### src/rtl/alu_cmp_pkg.sv
// Shared constants for the pipelined comparator: compare modes, default widths
// and the flag ordering used when results are packed for checking.
package alu_cmp_pkg;

    localparam int DEF_WIDTH = 32;
    localparam int DEF_TAG_W = 4;

    localparam logic CMP_UNSIGNED = 1'b0;
    localparam logic CMP_SIGNED   = 1'b1;

    typedef enum logic [2:0] {
        EQU = 3'd0,
        NEQ = 3'd1,
        LTH = 3'd2,
        LTE = 3'd3,
        GTH = 3'd4,
        GTE = 3'd5
    } flag_idx_e;

endpackage

### src/rtl/alu_cmp_pipe_cmp_slice.sv
// Unsigned equal / less-than for one N-bit slice of the operands.
module cmp_slice #(
    parameter int N = 16
) (
    input  logic [N-1:0] a,
    input  logic [N-1:0] b,
    output logic         eq,
    output logic         lt
);

    assign eq = (a == b);
    assign lt = (a < b);

endmodule

### src/rtl/alu_cmp_pipe.sv
// Two-stage signed/unsigned comparator: stage 1 compares hi/lo halves,
// stage 2 merges them into flags and selects min/max.
module alu_cmp_pipe
    import alu_cmp_pkg::*;
#(
    parameter int WIDTH = DEF_WIDTH,
    parameter int TAG_W = DEF_TAG_W
) (
    input  logic             clk,
    input  logic             rst,
    input  logic             src_vld,
    output logic             src_rdy,
    input  logic             src_mode,
    input  logic [WIDTH-1:0] src0,
    input  logic [WIDTH-1:0] src1,
    input  logic [TAG_W-1:0] src_tag,
    output logic             dst_vld,
    input  logic             dst_rdy,
    output logic             dst_equ,
    output logic             dst_neq,
    output logic             dst_lth,
    output logic             dst_lte,
    output logic             dst_gth,
    output logic             dst_gte,
    output logic [WIDTH-1:0] dst_min,
    output logic [WIDTH-1:0] dst_max,
    output logic [TAG_W-1:0] dst_tag
);

    localparam int LO = WIDTH / 2;
    localparam int HI = WIDTH - LO;

    // Handshake: a transfer happens on a cycle where vld & rdy are both 1 at the
    // rising edge. The whole pipe advances together on en; a held output stalls
    // both stages and deasserts src_rdy (no bubble collapsing).
    logic en;

    logic [HI-1:0] hi_a, hi_b;
    logic          eq_hi, lt_hi, eq_lo, lt_lo;

    logic             s1_vld_d, s1_vld_q;
    logic             s1_eq_hi_d, s1_eq_hi_q, s1_lt_hi_d, s1_lt_hi_q;
    logic             s1_eq_lo_d, s1_eq_lo_q, s1_lt_lo_d, s1_lt_lo_q;
    logic [WIDTH-1:0] s1_a_d, s1_a_q, s1_b_d, s1_b_q;
    logic [TAG_W-1:0] s1_tag_d, s1_tag_q;

    logic             equ_c, lth_c;
    logic             dst_vld_d, dst_vld_q;
    logic             equ_d, equ_q, neq_d, neq_q, lth_d, lth_q;
    logic             lte_d, lte_q, gth_d, gth_q, gte_d, gte_q;
    logic [WIDTH-1:0] min_d, min_q, max_d, max_q;
    logic [TAG_W-1:0] tag_d, tag_q;

    // Flipping the sign bit maps two's complement order onto unsigned order.
    assign hi_a = {src0[WIDTH-1] ^ (src_mode == CMP_SIGNED), src0[WIDTH-2:LO]};
    assign hi_b = {src1[WIDTH-1] ^ (src_mode == CMP_SIGNED), src1[WIDTH-2:LO]};

    cmp_slice #(.N(HI)) u_cmp_hi (
        .a  (hi_a),
        .b  (hi_b),
        .eq (eq_hi),
        .lt (lt_hi)
    );

    cmp_slice #(.N(LO)) u_cmp_lo (
        .a  (src0[LO-1:0]),
        .b  (src1[LO-1:0]),
        .eq (eq_lo),
        .lt (lt_lo)
    );

    always_comb begin
        en         = ~dst_vld_q | dst_rdy;
        s1_vld_d   = s1_vld_q;
        s1_eq_hi_d = s1_eq_hi_q;
        s1_lt_hi_d = s1_lt_hi_q;
        s1_eq_lo_d = s1_eq_lo_q;
        s1_lt_lo_d = s1_lt_lo_q;
        s1_a_d     = s1_a_q;
        s1_b_d     = s1_b_q;
        s1_tag_d   = s1_tag_q;
        if (en) begin
            s1_vld_d = src_vld;
            if (src_vld) begin
                s1_eq_hi_d = eq_hi;
                s1_lt_hi_d = lt_hi;
                s1_eq_lo_d = eq_lo;
                s1_lt_lo_d = lt_lo;
                s1_a_d     = src0;
                s1_b_d     = src1;
                s1_tag_d   = src_tag;
            end
        end
    end

    // Result registers only load on a valid op so they keep the last result
    // while the output is idle.
    always_comb begin
        equ_c     = s1_eq_hi_q & s1_eq_lo_q;
        lth_c     = s1_lt_hi_q | (s1_eq_hi_q & s1_lt_lo_q);
        dst_vld_d = dst_vld_q;
        equ_d     = equ_q;
        neq_d     = neq_q;
        lth_d     = lth_q;
        lte_d     = lte_q;
        gth_d     = gth_q;
        gte_d     = gte_q;
        min_d     = min_q;
        max_d     = max_q;
        tag_d     = tag_q;
        if (en) begin
            dst_vld_d = s1_vld_q;
            if (s1_vld_q) begin
                equ_d = equ_c;
                neq_d = ~equ_c;
                lth_d = lth_c;
                lte_d = lth_c | equ_c;
                gth_d = ~(lth_c | equ_c);
                gte_d = ~lth_c;
                min_d = lth_c ? s1_a_q : s1_b_q;
                max_d = lth_c ? s1_b_q : s1_a_q;
                tag_d = s1_tag_q;
            end
        end
    end

    always_ff @(posedge clk) begin
        if (!rst) begin
            s1_vld_q   <= 1'b0;
            s1_eq_hi_q <= 1'b0;
            s1_lt_hi_q <= 1'b0;
            s1_eq_lo_q <= 1'b0;
            s1_lt_lo_q <= 1'b0;
            s1_a_q     <= '0;
            s1_b_q     <= '0;
            s1_tag_q   <= '0;
            dst_vld_q  <= 1'b0;
            equ_q      <= 1'b0;
            neq_q      <= 1'b0;
            lth_q      <= 1'b0;
            lte_q      <= 1'b0;
            gth_q      <= 1'b0;
            gte_q      <= 1'b0;
            min_q      <= '0;
            max_q      <= '0;
            tag_q      <= '0;
        end else begin
            s1_vld_q   <= s1_vld_d;
            s1_eq_hi_q <= s1_eq_hi_d;
            s1_lt_hi_q <= s1_lt_hi_d;
            s1_eq_lo_q <= s1_eq_lo_d;
            s1_lt_lo_q <= s1_lt_lo_d;
            s1_a_q     <= s1_a_d;
            s1_b_q     <= s1_b_d;
            s1_tag_q   <= s1_tag_d;
            dst_vld_q  <= dst_vld_d;
            equ_q      <= equ_d;
            neq_q      <= neq_d;
            lth_q      <= lth_d;
            lte_q      <= lte_d;
            gth_q      <= gth_d;
            gte_q      <= gte_d;
            min_q      <= min_d;
            max_q      <= max_d;
            tag_q      <= tag_d;
        end
    end

    assign src_rdy = en;
    assign dst_vld = dst_vld_q;
    assign dst_equ = equ_q;
    assign dst_neq = neq_q;
    assign dst_lth = lth_q;
    assign dst_lte = lte_q;
    assign dst_gth = gth_q;
    assign dst_gte = gte_q;
    assign dst_min = min_q;
    assign dst_max = max_q;
    assign dst_tag = tag_q;

endmodule
### config.mk
export PLATFORM = sky130hd
export DESIGN_NAME = alu_cmp_pipe
export DESIGN_NICKNAME = d
export VERILOG_FILES = /design/src/rtl/alu_cmp_pkg.sv /design/src/rtl/alu_cmp_pipe_cmp_slice.sv /design/src/rtl/alu_cmp_pipe.sv
export SDC_FILE = /design/constraint.sdc
export NUM_CORES = 1
export LEC_CHECK = 0
export CAP_MARGIN = 20
export CORE_MARGIN = 5
export CORE_UTILIZATION = 31
export CTS_CLUSTER_SIZE = 40
export DETAILED_ROUTE_END_ITERATION = 8
export GPL_ROUTABILITY_DRIVEN = 1
export GPL_TIMING_DRIVEN = 0
export SLEW_MARGIN = 40
export SYNTH_ARGS = -nofsm -noshare
export SYNTH_HDL_FRONTEND = slang
export SYNTH_SLANG_ARGS = --single-unit
### constraint.sdc
create_clock -name clk -period 2 [get_ports clk]
set_input_delay 0.3 -clock clk [delete_from_list [all_inputs] [get_ports clk]]
set_output_delay 0.3 -clock clk [all_outputs]
set_load 0.1 [all_outputs]
==> results.cfg <==
[placed_design]
place_ws_ps = -427
gp_congestion = 0.797
io_buffer_count = 148
post-dp-hpwl_um = 15700

[worst_setup_path]
arrival_ps = 2310
rr_worst_depth = 6
worst_setup_path_end_kind = flop
r2r_start = s1_eq_hi_q
required_ps = 2350
critPathMaxFanout = 3
slowest_delay_ps = 460
rr_endpoint = dst_min[0]
crit_type = in2reg
ff2ff_setup_slack_ps = 340
start_kind = primary input
cpMaxStageDelayCell = clkdlybuf4s50_1
cp_cell_sequence = clkdlybuf4s50_1 > xnor2_1 > ha_1 > nand4_1 > or2_1 > or4_1 > a21boi_1

[clocking]
clock_tree.root_cell = clkbuf_16
postCtsHoldBufs = 0
clk_pin_slew_worst_paths_ps = 60
clock_path_buffers = 2
cts_sinks = 148
clock_latency_ps = 420
htreeDepth = 4
cts_tree = built
cts_buffers = 17

[finish]
num-nets-final = 1026
drive_gt1_frac = 0.160
final_common_cell = nand2_1
num_antenna_cells = 0
layout_common_cells = 220 x nand2_1, 147 x dfxtp_1, 105 x buf_2
area_growth_pct = 30.6

[routing]
wl_per_cell_um = 17.2
drtIter0Drc = 288
ant_nets = 0
drt-total-wl_um = 20900
vias = 5773
drcViolationCount = 0
viasPerCell = 4.76
firstDrtPassIters = 7

[logic_synthesis]
ys_ff_latch = 148
synth_area_per_cell_um2 = 9.13
ys_types = 34
syn_area_um2 = 6880
netlist_instances = 753
synth_edf_count = 0
synthFlopType = dfxtp_1
synth_top_area_share = 0.431
yosysTopAreaCell = dfxtp_1
yosys-top-cells-area = dfxtp_1 43%, nand2_1 12%, o211a_1 9.8%, mux2i_1 9.3%, a21boi_1 8.5%
async_flop_share = 0
ys_warn_count = 0
synth_nets = 858
ys_seq_area_frac = 0.431

[timing]
setup_slack_ps = 39.9
max_freq_mhz = 510
finalSetupViolations = 0
max_slew_margin = 0.592
skew_ps = 7.13
whs_ps = 208
post-route-period-util = 0.980
slew_violations = 0
hold_viol_final = 0
fin_crit_ps = 1960
tightest_slew_ps = 611

[floorplan]
pin_count = 149
start_util = 0.315
die_h_um = 159
dieArea_um2 = 25300
num_rows = 54
die_w_um = 159
coreArea_um2 = 21800

[global_route]
grt_pass1_wl_um = 32800
met3_usage = 0.0428
antenna_found_initial = 1
globalRouteMet2Util = 0.265
grt_busiest_layer = met2
grt_max_degree = 17
grt_use_total = 0.164
met1_usage = 0.219
overflow = 0
first_global_vias = 5730

[power_and_ir_drop]
irDropWorstVdd_mv = 0.504
cellPowerDensity_nw_per_um2 = 965
leakagePower_nw = 4.86

[min_path]
min_delay_worst_endpoint = s1_a_q[31]
hold_path.class = in2reg
min_path_cells = 3
min_from = src0[31]

[status]
outcome = complete, no violations

[job]
cap_violations = 0
worst max-delay path, delay by kind of cell:
kind / cells / cell delay (ps)
buffers and inverters: 1 / 460
AND/OR/NAND/NOR: 3 / 920
adder cells (fa/ha/maj): 1 / 330
AO/OA/AOI/OAI: 1 / 150
XOR/XNOR: 1 / 160
cell type report:
type	instances	area (um^2)
clock buffers	19	433
clock inverters	13	206
inverters	32	120
multi-input cells	519	3510
plain buffers	54	284
flip-flops and latches	148	2970
repair buffers	149	1110
fillers	2228	12800
well taps	280	350
registers in the layout, summed over array words and instances (netlist names):
name	flops
dst_lte	1
s1_eq_lo_q	1
dst_equ	1
s1_tag_q	4
s1_eq_hi_q	1
s1_lt_hi_q	1
dst_vld	1
dst_lth	1
s1_b_q	32
dst_gte	1
dst_tag	4
dst_neq	1
dst_gth	1
dst_min	32
s1_lt_lo_q	1
s1_a_q	32
dst_max	32
s1_vld_q	1
per-layer routing:
layer / up-vias / wire length [um]
li1: 2926 / -
met1: 2691 / 10000
met2: 138 / 9580
met3: 16 / 1080
met4: 2 / 209
met5: - / 7
kinds of logic after synthesis:
family	synth area share
AO/OA/AOI/OAI	0.209
XOR/XNOR	0.00255
adder cells (fa/ha/maj)	0.0582
buffers and inverters	0.0588
flip-flops	0.431
multiplexers	0.0932
AND/OR/NAND/NOR	0.147
worst max path at each step:
stage,start,end,slack [ps],cells past startpoint
2_1_floorplan,dst_vld,dst_min[11],160,6
3_3_place_gp,dst_rdy,src_rdy,-440,4
3_5_place_dp,src_mode,s1_eq_hi_q,-430,7
4_1_cts,src_mode,s1_eq_hi_q,9,7
5_1_grt,src1[31],s1_eq_hi_q,-9,7
6_report,src1[31],s1_eq_hi_q,40,7
report_power, final:
part / internal [mW] / switching (mW)
combinational: 0.568 / 1.36
sequential: 3.14 / 0.111
clock: 2.21 / 1.29
metrics by stage:
stage	instance area, um^2	util	power, mW	TNS [ps]	instances
2_1_floorplan	6880	-	4.72	0	753
3_3_place_gp	8710	0.399	5.34	-6830	1181
3_5_place_dp	8330	0.382	5.26	-5420	1181
4_1_cts	8970	0.411	8.77	0	1213
5_1_grt	8980	0.412	9.03	-8.79	1214
6_report	8980	0.412	8.67	0	1214
synth_stat cells (2+ instances only):
cell and count:
nor2_1 2, a21o_1 2, o31ai_1 2, dfxtp_1 148
o211ai_1 2, nor2b_1 2, buf_2 29, ha_1 32
nand2_1 220, clkbuf_1 16, a2111o_1 2, or4_1 2
a21boi_0 2, inv_1 31, o21ai_1 2, buf_6 4
or2_0 2, a211oi_1 2, a21oi_1 12, nand4_1 7
and2_1 2, o211a_1 67, nand3_1 9, mux2i_1 64
buf_4 4, a21boi_1 78
what timing repair did:
| item | CTS | global route |
|---|---|---|
| buffers inserted | 0 | 1 |
| gates resized for setup | 0 | 3 |
| setup endpoints to repair | 0 | 1 |
Note: power is estimated with default switching activity, not from simulation.
